==> config.mk <==
export PLATFORM = sky130hd
export DESIGN_NAME = user_id_controller
export DESIGN_NICKNAME = d
export VERILOG_FILES = /design/src/rtl/user_id_controller.sv
export SDC_FILE = /design/constraint.sdc
export NUM_CORES = 1
export LEC_CHECK = 0
export BUFFER_PORTS_ARGS = -buffer_cell sky130_fd_sc_hd__clkbuf_2
export CORE_MARGIN = 2
export CORE_UTILIZATION = 42
export CTS_CLUSTER_DIAMETER = 120
export DETAILED_ROUTE_END_ITERATION = 10
export GPL_TIMING_DRIVEN = 0
export SYNTH_ARGS = -nofsm -noshare
export SYNTH_HDL_FRONTEND = slang
export SYNTH_SLANG_ARGS = --single-unit
export TNS_END_PERCENT = 5
==> constraint.sdc <==
create_clock -name clk -period 2.8 [get_ports clk]
set_clock_uncertainty 0.1 [all_clocks]
set_input_delay 0.28 -clock clk [delete_from_list [all_inputs] [get_ports clk]]
set_output_delay 0.28 -clock clk [all_outputs]
set_load 0.01 [all_outputs]
==> src/rtl/user_id_controller.sv <==
// User-ID entry and ROM search stage of the password controller.
// Optional `LOCKOUT_EN adds a consecutive-failure counter and a timed LOCKED state.
module user_id_controller #(
  parameter int unsigned  NUM_USERS   = 8,
  parameter int unsigned  ROM_LAT     = 2,
  parameter int unsigned  MAX_FAILS   = 3,
  parameter int unsigned  LOCK_CYCLES = 1000,
  // Nibble at ROM address a lives in bits [4a+3:4a]; record i is bits [16i+15:16i].
  parameter logic [127:0] ROM_IMAGE   = {16'h9999, 16'hF000, 16'hF000, 16'hF000,
                                         16'hF000, 16'h3C5A, 16'hF000, 16'h4321}
) (
  input  logic       clk,
  input  logic       reset,
  input  logic [3:0] UserID_inp,
  input  logic       Load_uid,
  input  logic       Logout_signal,
  output logic       user_id_success,
  output logic [4:0] address_inp,
  output logic [3:0] uid_display,
  output logic       uid_fail,
  output logic       uid_locked
);

  typedef enum logic [3:0] {
    UID_1, UID_2, UID_3, UID_4, FETCH, WAIT, CATCH, SUCCESS, FAIL
`ifdef LOCKOUT_EN
    , LOCKED
`endif
  } state_t;

  state_t      state_q;
  logic [15:0] entered_q;
  logic [4:0]  rom_addr_q;
  logic [3:0]  rom_data_q;
  logic [2:0]  user_q;
  logic [1:0]  digit_q;
  logic [1:0]  wait_q;
  logic        success_q;
  logic [4:0]  address_q;
  logic [3:0]  display_q;
  logic        fail_q;
  logic [3:0]  sel_nib_d;
`ifdef LOCKOUT_EN
  logic [3:0]  fail_cnt_q;
  logic [15:0] lock_cnt_q;
  logic        locked_q;
`endif

  always_comb begin
    sel_nib_d = entered_q[15:12];
    case (digit_q)
      2'd0:    sel_nib_d = entered_q[15:12];
      2'd1:    sel_nib_d = entered_q[11:8];
      2'd2:    sel_nib_d = entered_q[7:4];
      default: sel_nib_d = entered_q[3:0];
    endcase
  end

  always_ff @(posedge clk or negedge reset) begin
    if (!reset) rom_data_q <= '0;
    else        rom_data_q <= ROM_IMAGE[{rom_addr_q, 2'b00} +: 4];
  end

  always_ff @(posedge clk or negedge reset) begin
    if (!reset) begin
      state_q    <= UID_1;
      entered_q  <= '0;
      rom_addr_q <= '0;
      user_q     <= '0;
      digit_q    <= '0;
      wait_q     <= '0;
      success_q  <= 1'b0;
      address_q  <= '0;
      display_q  <= '0;
      fail_q     <= 1'b0;
`ifdef LOCKOUT_EN
      fail_cnt_q <= '0;
      lock_cnt_q <= '0;
      locked_q   <= 1'b0;
`endif
    end else begin
      case (state_q)
        UID_1: if (Load_uid) begin
          entered_q[15:12] <= UserID_inp;
          display_q        <= UserID_inp;
          state_q          <= UID_2;
        end
        UID_2: if (Load_uid) begin
          entered_q[11:8] <= UserID_inp;
          display_q       <= UserID_inp;
          state_q         <= UID_3;
        end
        UID_3: if (Load_uid) begin
          entered_q[7:4] <= UserID_inp;
          display_q      <= UserID_inp;
          state_q        <= UID_4;
        end
        UID_4: if (Load_uid) begin
          entered_q[3:0] <= UserID_inp;
          display_q      <= UserID_inp;
          user_q         <= '0;
          digit_q        <= '0;
          state_q        <= FETCH;
        end
        FETCH: begin
          rom_addr_q <= {user_q, digit_q};
          wait_q     <= 2'(ROM_LAT - 1);
          state_q    <= WAIT;
        end
        WAIT: begin
          if (wait_q == '0) state_q <= CATCH;
          else              wait_q  <= wait_q - 2'd1;
        end
        // Early abort: the first mismatching digit moves on to the next record.
        CATCH: begin
          if (rom_data_q == sel_nib_d) begin
            if (digit_q == 2'd3) begin
              success_q <= 1'b1;
              address_q <= {user_q, 2'b00};
`ifdef LOCKOUT_EN
              fail_cnt_q <= '0;
`endif
              state_q   <= SUCCESS;
            end else begin
              digit_q <= digit_q + 2'd1;
              state_q <= FETCH;
            end
          end else if (user_q == 3'(NUM_USERS - 1)) begin
            fail_q  <= 1'b1;
            state_q <= FAIL;
          end else begin
            digit_q <= '0;
            user_q  <= user_q + 3'd1;
            state_q <= FETCH;
          end
        end
        SUCCESS: if (Logout_signal) begin
          success_q <= 1'b0;
          address_q <= '0;
          entered_q <= '0;
          state_q   <= UID_1;
        end
        FAIL: begin
          fail_q    <= 1'b0;
          entered_q <= '0;
`ifdef LOCKOUT_EN
          fail_cnt_q <= fail_cnt_q + 4'd1;
          if (4'(fail_cnt_q + 4'd1) == 4'(MAX_FAILS)) begin
            locked_q   <= 1'b1;
            lock_cnt_q <= 16'(LOCK_CYCLES - 1);
            state_q    <= LOCKED;
          end else begin
            state_q <= UID_1;
          end
`else
          state_q <= UID_1;
`endif
        end
`ifdef LOCKOUT_EN
        LOCKED: begin
          if (lock_cnt_q == '0) begin
            locked_q   <= 1'b0;
            fail_cnt_q <= '0;
            state_q    <= UID_1;
          end else begin
            lock_cnt_q <= lock_cnt_q - 16'd1;
          end
        end
`endif
        default: begin
          state_q    <= UID_1;
          entered_q  <= '0;
          rom_addr_q <= '0;
          user_q     <= '0;
          digit_q    <= '0;
          wait_q     <= '0;
          success_q  <= 1'b0;
          address_q  <= '0;
          display_q  <= '0;
          fail_q     <= 1'b0;
`ifdef LOCKOUT_EN
          fail_cnt_q <= '0;
          lock_cnt_q <= '0;
          locked_q   <= 1'b0;
`endif
        end
      endcase
    end
  end

  assign user_id_success = success_q;
  assign address_inp     = address_q;
  assign uid_display     = display_q;
  assign uid_fail        = fail_q;
`ifdef LOCKOUT_EN
  assign uid_locked      = locked_q;
`else
  logic unused_lock_cfg;
  assign unused_lock_cfg = (MAX_FAILS == LOCK_CYCLES);
  assign uid_locked      = 1'b0;
`endif

endmodule

# Word level (Yosys, flattened, before mapping)
# Index checks and enable logic that the tools add are counted.
word_totals:
  regBits: 47
  out_inout_bits: 12
classes:
  add_sub_neg: 3
  eq_ne: 28
  n_shift: 1
  mux: 41
  bitwise_logic: 9
  reduce_logical: 25
ops:
  columns: ["cell", "n"]
  rows:
  - ["128-bit by 8-bit indexed part select with 4-bit output (first input constant)", 1]
  - ["4-bit case mux with 3 select lines", 5]
  - ["4-bit 2-to-1 mux", 9]
  - ["4-bit case mux with 8 select lines", 1]
  - ["7-bit OR reduction", 4]
  - ["2-bit inequality test (second input constant)", 12]
  - ["6-bit OR reduction", 4]
  - ["4-bit by 3-bit == test with 1-bit output (second input constant)", 4]
  - ["16-bit 2-to-1 mux", 1]
  - ["5-bit 2-to-1 mux", 3]
  - ["5-bit case mux with 3 select lines", 1]
  - ["3-bit AND reduction", 5]
  - ["2-bit 2-to-1 mux", 6]
  - ["2-bit case mux with 3 select lines", 2]
  - ["4-bit AND reduction", 3]
  - ["5-bit case mux with 2 select lines", 1]
  - ["3-bit 2-to-1 mux", 3]
  - ["1-bit NOT", 9]
  - ["3-bit case mux with 3 select lines", 1]
  - ["4-bit by 2-bit == test with 1-bit output (second input constant)", 2]
  - ["4-bit case mux with 2 select lines", 1]
  - ["8-bit OR reduction", 1]
  - ["3-bit inequality test (second input constant)", 2]
  - ["6-bit AND reduction", 1]
  - ["18 further kinds", 25]

# Longest topological paths before layout
# Gate-level depths: netlist (run 1).
depth:
  depth_word: 5
  depth_mapped: 9
  ltp_nobuf: 9

# Worst setup path before layout (run 1)
# Ideal clock, no wire load.
synth_timing:
  path_type: "register to register"
  startpoint: "reg digit_q[0]"
  endpoint: "reg user_q[0]"
  setup_ns: 0.125
  arrival_ns: 2.057
  required_ns: 2.575
  slack_ns: 0.519
  path_stages_with_launch: 10
  path_buffers: 0
  cell_sequence: "dfrtp_1 > inv_1 > ha_1 > a222oi_1 > a21oi_1 > xor2_1 > nand4bb_4 > nor2b_4 > and2_4 > mux2_2"
synth_between:
  elab_chain_cells: 5
  elab_cells_between_ends: 7
synth_rtl:
  columns: ["element", "line", "source"]
  rows:
  - ["from (decl)", "36", "logic [1:0] digit_q;"]
  - ["from (signal assigned)", "125", "digit_q <= digit_q + 2'd1;"]
  - ["2-bit == test (tied with other cells)", "51", "case (digit_q)"]
  - ["4-bit case mux with 3 select lines *", "51", null]
  - ["4-bit == test *", "116", "if (rom_data_q == sel_nib_d) begin"]
  - ["2-bit inequality test (no source line) *", null, null]
  - ["4-bit AND reduction (no source line) *", null, null]
  - ["to (signal assigned)", "133", "user_q <= user_q + 3'd1;"]
  - ["to (decl)", "35", "logic [2:0] user_q;"]
# Every way passes the cells marked *; elsewhere a longest branch is shown, timed or not.
# A chain may end at the register's enable or synchronous reset.

# Final worst setup path (run 1)
layout_timing:
  startpoint: "reg digit_q[0]"
  endpoint: "reg digit_q[0]"
layout_between:
  elab_chain_cells: 5
  elab_cells_between_ends: 13
layout_rtl:
  columns: ["element", "line"]
  rows:
  - ["2-bit == test (tied with other cells)", "51"]
  - ["4-bit case mux with 3 select lines", "51"]
  - ["4-bit == test", "116"]
  - ["3-bit inequality test (no source line) or 2-bit 2-to-1 mux (tied branches)", null]
  - ["4-bit AND reduction (no source line) or 2-bit case mux with 3 select lines (tied branches)", null]
# Several ways; a longest one is shown, not always the timed one. The select of a mux whose other input is x is not followed.

==> results of run 1 <==
[metal layers]
metal	routed length, microns	global-route usage	part of all wire	vias to the layer above
met4	59	0.0559	0.011	0
met5	0	0	0	-
li1	-	-	-	1034
met2	2560	0.304	0.46	36
met1	2780	0.276	0.50	961
met3	171	0.0333	0.031	6
[area by class of cell]
class,count,area (sq um),share of cell area
Multi-Input combinational cell,214,1260,0.452
Sequential cell,45,1130,0.405
Tap cell,72,90.1,0.0324
Clock buffer,7,86.3,0.0311
Timing Repair Buffer,16,80.1,0.0288
Buffer,14,63.8,0.0230
Inverter,12,45.0,0.0162
Clock inverter,1,30.0,0.0108
[worst min path at each step]
stage | from | to | slack (ns) | cells past startpoint
after global routing | UserID_inp[2] | entered_q[6]$_DFFE_PN0P_ | 0.16 | 3
final | reset | entered_q[13]$_DFFE_PN0P_ | 0.08 | 1
after CTS | reset | entered_q[13]$_DFFE_PN0P_ | 0.14 | 1
after floorplan | reset | address_inp[2]$_DFFE_PN0P_ | -0.12 | 0
after detailed placement | entered_q[6]$_DFFE_PN0P_ | entered_q[6]$_DFFE_PN0P_ | 0.37 | 2
after global placement | wait_q[1]$_DFFE_PN0P_ | wait_q[1]$_DFFE_PN0P_ | 0.36 | 2
[layout by cell type (no fill, tap or decap), types with 3 or more instances in the layout]
master,n
a22oi_1,4
nand2_1,58
clkbuf_1,12
nand2b_1,3
a31oi_1,5
nor2_1,18
buf_4,3
clkbuf_2,16
dfrtp_1,45
inv_1,12
clkbuf_8,6
a21oi_1,21
ha_1,10
nor3_1,6
nand3_1,7
nor2b_1,8
a222oi_1,4
conb_1,3
o21ai_0,35
a22o_1,6
[power by group through the flow]
stage                     registers, W  logic [W]  clock network, W
after global routing           0.00103    0.00124          0.000566
after floorplan               0.000985   0.000833                 0
final                          0.00100    0.00110          0.000510
after global placement         0.00101    0.00107                 0
after CTS                      0.00100    0.00110          0.000525
after detailed placement       0.00102    0.00109                 0
[metrics by stage]
stage	cell area (sq um)	setup TNS, ns	setup slack (ns)	utilization
after floorplan	2490	0	0.519	-
after global placement	2660	0	0.205	0.474
after detailed placement	2660	0	0.143	0.474
after CTS	2770	0	0.116	0.495
after global routing	2780	-0.0402	-0.0402	0.496
final	2780	0	0.0688	0.496
[worst register-to-register path, cell delays in order, from the launching register on]
cell	delay (ns)
dfrtp_1	0.45
inv_1	0.09
ha_1	0.26
a222oi_1	0.41
a21oi_1	0.15
xor2_1	0.17
nand4bb_4	0.31
o311ai_1	0.49
mux2_2	0.24
[timing repair]
| item | CTS | global route |
|---|---|---|
| hold buffers | 0 | 0 |
| resized for setup | 0 | 1 |
| setup buffers | 0 | 0 |
| setup endpoints to repair | 0 | 2 |
[registers in the layout, indices dropped and copies added (netlist names)]
signal and count:
entered_q 16, wait_q 2, address_inp 3, user_q 3
rom_data_q 4, rom_addr_q 5, uid_display 4, uid_fail 1
digit_q 2, user_id_success 1, state_q 4
[cells by family after synthesis]
logic type                 share of synthesized area
and+or+nand+nor                                0.196
AOI/OAI and AO/OA                              0.217
DFF                                            0.454
buffers and inverters                         0.0439
adders and majority gates                     0.0505
xor gates and xnor gates                      0.0237
muxes                                         0.0131
other                                        0.00151
==> results.py, run 1 <==
metrics = {
    "worst_setup_path": {
        "reg2reg_from": "digit_q[0]$_DFFE_PN0P_",
        "crit_path_end_kind": "register",
        "regToRegSetupSlack_ns": 0.07,
        "path_depth": 8,
        "cp.arrival_ns": 2.87,
        "path_max_fanout": 7,
        "setup.worst_path.start": "digit_q[0]$_DFFE_PN0P_",
        "r2r-end": "digit_q[0]$_DFFE_PN0P_",
        "cp-endpoint": "digit_q[0]$_DFFE_PN0P_",
        "critPathBufInv": 1,
        "critPathTopFamily": "compound AO/OA/AOI/OAI gates",
        "critPathRequiredTime_ns": 2.93,
        "worstSetupPathType": "register to register",
        "rr_worst_depth": 8,
        "startpoint_type": "register",
        "worstPathCellList": "inv_1 > ha_1 > a222oi_1 > a21oi_1 > xor2_1 > nand4bb_4 > o311ai_1 > mux2_2",
        "slowest_stage": "o311ai_1",
        "cpPeakStageDelay_ns": 0.48,
    },
    "clock_network": {
        "cts_htree_levels": 2,
        "max-clock-path-buffers": 2,
        "clock-sinks": 45,
        "cts_tree": "built",
        "cts-buffers-inserted": 5,
        "clk_latency_ns": 0.30,
        "clockRootBuffer": "clkbuf_8",
        "cts.reportedPaths.clkPinSlew_ns": 0.09,
    },
    "power": {
        "power.density_nw_per_um2": 939,
        "total_power_w": 0.00261,
        "seqPwrFrac": 0.384,
        "p_leak_nw": 1.25,
        "p_sw_w": 0.00103,
        "p_int_w": 0.00158,
        "power.share.clock": 0.196,
        "switching_share": 0.396,
        "ir_drop_mv": 0.438,
        "combPwrFrac": 0.420,
    },
    "sta": {
        "timing.fmax_mhz": 366,
        "tightest_slew_ns": 1.13,
        "hold_viol_final": 0,
        "finalSetupViolations": 0,
        "min_period_over_period": 0.975,
        "fin_crit_ns": 2.73,
        "slew_viol_final": 0,
        "hold-worst-slack_ns": 0.0805,
        "rsz0062_at_grt": "yes",
        "max_slew_margin": 0.248,
    },
    "route": {
        "drt-pass1-iter-count": 5,
        "wl_per_cell_microns": 14.6,
        "via_count": 2037,
        "initialDrtViolationCount": 151,
        "wirelength_microns": 5570,
        "vias_per_cell": 5.35,
        "ant_nets": 0,
        "drc": 0,
    },
    "synthesis": {
        "synth_area_leaders": "dfrtp_1, nand2_1, o21ai_0",
        "synth_most_common_cell": "nand2_1",
        "synth_seq_cells": 45,
        "synth_edf_count": 0,
        "ys.flop_type": "dfrtp_1",
        "yosysWarnings": 0,
        "ys_types": 39,
        "avgSynthCellArea_sq_um": 8.76,
        "syn_area_sq_um": 2480,
        "yosys.area.top_type_share": 0.454,
        "yosys.area.top_type": "dfrtp_1",
        "synthCells": 283,
        "synth_common_cells": "nand2_1, dfrtp_1, o21ai_0, a21oi_1, nor2_1",
        "synthArstFlopShare": 1.00,
        "ys_seq_area_frac": 0.454,
    },
    "die": {
        "die-area_sq_um": 6540,
        "initial_core_util": 0.442,
        "rows": 27,
        "core_sq_um": 5610,
        "die_x_microns": 80.8,
        "die_h_microns": 80.8,
        "io_pins": 20,
    },
    "layout": {
        "finalNetCount": 326,
        "drive_gt1_frac": 0.113,
        "syn_to_final_growth_pct": 12.1,
        "n_antenna_cell": 0,
        "layout.cells.non_filler": 381,
        "fill_cells": 574,
    },
    "outcome": {
        "status": "finished clean",
    },
    "global_route": {
        "grt_pass1_vias": 1973,
        "antenna_found_initial": 0,
        "global_route.usage.total": 0.194,
        "grt.overflow.total": 0,
        "grt_max_degree": 46,
        "grt_pass1_wl_microns": 9720,
    },
    "placed_design": {
        "place_inst": 373,
        "portBuffers": 16,
        "gp_congestion": 0.818,
        "dp_hpwl_microns": 4100,
    },
    "run": {
        "cap_violations": 0,
    },
    "worst_hold_path": {
        "hold_class": "primary input to async pin",
    },
}
Note: power is estimated with default switching activity, not from simulation.
==> run 2, diff against run 1 <==
PLACE_DENSITY = 0.64   (was not set)
==> run 2 against run 1 <==
Against the previous run:
- die area stayed put
- final area hardly changed
- clock power is 8.2% lower
- utilization hardly changed
- critical endpoint unchanged
- largest cell class unchanged
- largest power group unchanged
- highest routed layer unchanged
==> results.py, run 2 (synthesized netlist as in run 1, its figures left out) <==
metrics = {
    "outcome": {
        "status": "finished clean",
    },
    "placed_design": {
        "portBuffers": 16,
        "dp_hpwl_microns": 3970,
        "dpl_cell_area_sq_um": 2660,
        "gp_congestion": 0.863,
    },
    "clock_network": {
        "clockRootBuffer": "clkbuf_8",
        "post_cts_buffers": 0,
        "cts.reportedPaths.clkPinSlew_ns": 0.08,
        "cts_htree_levels": 2,
        "cts_tree": "built",
        "max-clock-path-buffers": 2,
        "clock-sinks": 45,
        "cts-buffers-inserted": 5,
        "clk_latency_ns": 0.29,
    },
    "layout": {
        "largest_reg_flops": 16,
        "top_register": "entered_q",
        "drive_gt1_frac": 0.123,
        "reg_top3": "entered_q (16), rom_addr_q (5)",
        "post-route-util": 0.496,
        "syn_to_final_growth_pct": 12.1,
        "fill_cells": 579,
        "layout_common_cells": "nand2_1, dfrtp_1, o21ai_0",
        "final_common_cell": "nand2_1",
        "n_antenna_cell": 0,
        "multiInputGateArea_sq_um": 1270,
        "seqCellArea_sq_um": 1130,
        "finalNetCount": 326,
        "stdcell_area_sq_um": 2780,
    },
    "die": {
        "io_pins": 20,
        "die_x_microns": 80.8,
        "initial_core_util": 0.442,
        "die_h_microns": 80.8,
        "die-area_sq_um": 6540,
        "rows": 27,
        "core_sq_um": 5610,
    },
    "sta": {
        "slew_viol_final": 0,
        "min_period_over_period": 0.929,
        "fin_crit_ns": 2.60,
        "tightest_slew_ns": 1.12,
        "tns_ns": 0,
        "hold_viol_final": 0,
        "timing.fmax_mhz": 384,
        "finalSetupViolations": 0,
        "rsz0062_at_grt": "yes",
        "max_slew_margin": 0.250,
    },
    "run": {
        "cap_violations": 0,
    },
    "global_route": {
        "antenna_found_initial": 0,
        "grt_pass1_vias": 1895,
        "grt.overflow.total": 0,
        "grt_max_degree": 46,
        "global_route.usage.total": 0.184,
        "grt_pass1_wl_microns": 9290,
    },
    "route": {
        "via_count": 2064,
        "vias_per_cell": 5.43,
        "wirelength_microns": 5540,
        "drc": 0,
        "ant_nets": 0,
        "wl_per_cell_microns": 14.6,
        "initialDrtViolationCount": 193,
        "drt-pass1-iter-count": 6,
    },
    "worst_setup_path": {
        "crit_path_end_kind": "register",
        "worstPathCellList": "inv_1 > ha_1 > a222oi_1 > a21oi_1 > xor2_1 > nand4bb_4 > nand3_2 > o311ai_2 > mux2_2",
        "r2r-end": "digit_q[0]$_DFFE_PN0P_",
        "rr_worst_depth": 9,
        "path_max_fanout": 7,
        "worstSetupPathType": "register to register",
        "cp.arrival_ns": 2.68,
        "startpoint_type": "register",
        "cpPeakStageDelay_ns": 0.44,
        "critPathRequiredTime_ns": 2.88,
        "reg2reg_from": "digit_q[1]$_DFFE_PN0P_",
        "regToRegSetupSlack_ns": 0.20,
        "slowest_stage": "dfrtp_1",
    },
    "power": {
        "p_leak_nw": 1.25,
        "ir_drop_mv": 0.441,
        "total_power_w": 0.00258,
        "power.density_nw_per_um2": 928,
    },
    "worst_hold_path": {
        "hold_class": "primary input to async pin",
    },
}
## run 2: worst max-delay path, delay by kind of cell (launching register included)
kind,cells,cell delay [ns]
adder cells (fa/ha/maj),1,0.24
buffers and inverters,1,0.08
AND/OR/NAND/NOR,2,0.51
flip-flops,1,0.44
AO/OA/AOI/OAI,3,0.65
XOR/XNOR,1,0.17
multiplexers,1,0.29
## run 2: cell type report
cell class	count	share of cell area
Multi-Input combinational cell	214	0.457
Sequential cell	45	0.405
Tap cell	72	0.0324
Timing Repair Buffer	16	0.0288
Clock buffer	5	0.0248
Buffer	14	0.0230
Inverter	12	0.0162
Clock inverter	2	0.0126
## run 2: worst max-delay path by stage
stage | from | end | slack [ns] | depth (start not counted)
after detailed placement | digit_q[0]$_DFFE_PN0P_ | digit_q[0]$_DFFE_PN0P_ | 0.20 | 9
after global routing | digit_q[0]$_DFFE_PN0P_ | state_q[1]$_DFFE_PN0P_ | -0.05 | 9
after CTS | digit_q[0]$_DFFE_PN0P_ | state_q[1]$_DFFE_PN0P_ | 0.18 | 9
final | digit_q[1]$_DFFE_PN0P_ | digit_q[0]$_DFFE_PN0P_ | 0.20 | 9
after global placement | digit_q[0]$_DFFE_PN0P_ | digit_q[0]$_DFFE_PN0P_ | 0.21 | 9
after floorplan | digit_q[0]$_DFFE_PN0P_ | user_q[0]$_DFFE_PN0P_ | 0.52 | 9
## run 2: per-stage QoR
stage,worst slack (ns),hold WS [ns],cells
after floorplan,0.519,-0.116,285
after global placement,0.209,0.356,373
after detailed placement,0.202,0.369,373
after CTS,0.185,0.142,380
after global routing,-0.0453,0.172,380
final,0.198,0.0908,380
## run 2: layer usage
layer  routed length, microns  vias to the layer above  GRT usage
met5                        0                        -          0
met4                       87                        0     0.0695
met3                      190                        9     0.0333
met2                     2530                       49      0.269
met1                     2740                      970      0.270
li1                         -                     1036          -
## run 2: repair_timing
item,in CTS,in global routing
gates resized for setup,0,4
hold buffers,0,0
setup endpoints to repair,0,3
## run 2: where the power goes
group / switching [W] / internal [W] / total, W
Combinational: 0.000681 / 0.000429 / 0.00111
Sequential: 0.000141 / 0.000860 / 0.00100
Clock: 0.000209 / 0.000259 / 0.000468
==> run 3, diff against run 2 <==
CELL_PAD_IN_SITES_DETAIL_PLACEMENT = 1   (was not set)
CELL_PAD_IN_SITES_GLOBAL_PLACEMENT = 2   (was not set)
CORE_UTILIZATION = 33   (was 42)
PLACE_DENSITY = 0.8   (was 0.64)
clock period = 2.21 ns   (was 2.8 ns; I/O delays follow)
==> run 3 against run 2 <==
Against the previous run:
- the flow now finishes with violations (setup timing)
- final area is 5.7% higher
- flip-flop and latch count stayed put
- sequential share of layout area is 2.1 points lower
- power is 34% higher
- setup slack worse by 0.56 ns
==> results.py, run 3 (synthesized netlist as in run 1, its figures left out) <==
metrics = {
    "worst_setup_path": {
        "path_depth": 9,
        "worstSetupPathType": "register to register",
        "path_max_fanout": 7,
        "cp.arrival_ns": 2.66,
        "cpPeakStageDelay_ns": 0.42,
        "critPathRequiredTime_ns": 2.30,
        "crit_path_end_kind": "register",
        "setup.worst_path.start": "digit_q[0]$_DFFE_PN0P_",
        "critPathTopFamily": "simple AND/OR/NAND/NOR gates",
        "slowest_stage": "dfrtp_2",
        "reg2reg_from": "digit_q[0]$_DFFE_PN0P_",
        "rr_worst_depth": 9,
        "critPathBufInv": 1,
        "startpoint_type": "register",
        "worstPathCellList": "inv_4 > ha_4 > a222oi_1 > a21oi_1 > xor2_1 > nand4bb_4 > nor2b_4 > and2_4 > mux2_2",
    },
    "layout": {
        "top_register": "entered_q",
        "reg_top3": "entered_q (16), rom_addr_q (5)",
        "largest_reg_flops": 16,
        "syn_to_final_growth_pct": 18.5,
        "stdcell_area_sq_um": 2940,
        "n_antenna_cell": 0,
        "finalNetCount": 332,
        "layout.cells.non_filler": 414,
        "fill_cells": 889,
        "drive_gt1_frac": 0.175,
        "final_common_cell": "nand2_1",
        "layout_common_cells": "nand2_1, dfrtp_1, o21ai_0",
    },
    "sta": {
        "hold_viol_final": 0,
        "setup_ws_ns": -0.363,
        "fin_crit_ns": 2.57,
        "timing.fmax_mhz": 389,
        "tightest_slew_ns": 1.13,
        "finalSetupViolations": 12,
        "max_slew_margin": 0.246,
        "rsz0062_at_grt": "yes",
        "min_period_over_period": 1.16,
        "tns_ns": -3.28,
        "slew_viol_final": 0,
    },
    "global_route": {
        "use_met3": 0.0317,
        "global_route.usage.total": 0.165,
        "grt.overflow.total": 0,
        "grt_pass1_vias": 2130,
        "grt.busiest_layer": "met2",
        "grt_pass1_wl_microns": 10800,
        "grt_max_degree": 46,
        "antenna_found_initial": 0,
        "use_met2": 0.266,
        "grtUsageMet1": 0.222,
    },
    "die": {
        "die-area_sq_um": 8220,
        "initial_core_util": 0.342,
        "io_pins": 20,
        "rows": 31,
        "die_h_microns": 90.7,
        "die_x_microns": 90.7,
        "core_sq_um": 7250,
    },
    "placed_design": {
        "portBuffers": 16,
        "dp_hpwl_microns": 4790,
        "post-place-ws_ns": -0.485,
        "dpl_cell_area_sq_um": 2700,
        "place_inst": 400,
        "gp_congestion": 0.755,
    },
    "power": {
        "ir_drop_mv": 0.509,
        "p_leak_nw": 1.28,
        "power.density_nw_per_um2": 1180,
    },
    "route": {
        "ant_nets": 0,
        "vias_per_cell": 5.09,
        "wl_per_cell_microns": 15.4,
        "wirelength_microns": 6380,
        "via_count": 2108,
        "initialDrtViolationCount": 138,
        "drc": 0,
        "drt-pass1-iter-count": 4,
    },
    "worst_hold_path": {
        "hold_class": "primary input to async pin",
    },
    "outcome": {
        "status": "finished, violations left",
        "violations": "setup timing",
    },
    "clock_network": {
        "cts.reportedPaths.clkPinSlew_ns": 0.09,
        "clk_latency_ns": 0.30,
        "cts-buffers-inserted": 5,
        "cts_htree_levels": 2,
        "cts_tree": "built",
        "clockRootBuffer": "clkbuf_8",
        "max-clock-path-buffers": 2,
        "clock-sinks": 45,
    },
    "run": {
        "cap_violations": 0,
    },
}
## run 3: layout make-up
type,instances,area (sq um),share of cell area
buffer,14,63.8,0.0217
clock buffer,6,82.6,0.0281
clock inverter,2,37.5,0.0128
inverter,12,51.3,0.0175
multi-input combinational,214,1330,0.451
sequential,45,1130,0.384
tap,99,124,0.0422
timing repair buffer,22,125,0.0426
## run 3: final timing paths
kind	endpoint	slack (ns)
worst max register to register	user_q[0]$_DFFE_PN0P_	-0.36
worst min-delay path	entered_q[5]$_DFFE_PN0P_	0.01
worst max-delay path	user_q[0]$_DFFE_PN0P_	-0.36
worst min register to register	wait_q[1]$_DFFE_PN0P_	0.39
min in group clk	entered_q[15]$_DFFE_PN0P_	0.11
max in group asynchronous	digit_q[0]$_DFFE_PN0P_	1.22
## run 3: where the power goes
group	switching (W)	total, W	internal (W)
combinational	0.000922	0.00152	0.000595
sequential	0.000185	0.00127	0.00109
clock	0.000294	0.000662	0.000368
## run 3: what timing repair did
| action | in CTS | in global routing |
|---|---|---|
| pin swaps | 2 | 8 |
| setup buffers | 2 | 4 |
| hold buffers | 0 | 0 |
| endpoints found under the setup margin | 14 | 14 |
| hold endpoints to repair | 0 | 0 |
| resized for setup | 4 | 12 |
## run 3: layer usage
metal	wire (microns)	vias up
met1	3040	1024
met5	0	-
li1	-	1048
met2	3010	28
met4	91	0
met3	234	8
## run 3: metrics by stage
step | hold WS, ns | utilization | power (W)
2_1_floorplan | -0.175 | - | 0.00230
3_3_place_gp | 0.358 | 0.372 | 0.00267
3_5_place_dp | 0.371 | 0.372 | 0.00272
4_1_cts | 0.0695 | 0.393 | 0.00341
5_1_grt | 0.102 | 0.405 | 0.00376
6_report | 0.0144 | 0.405 | 0.00345
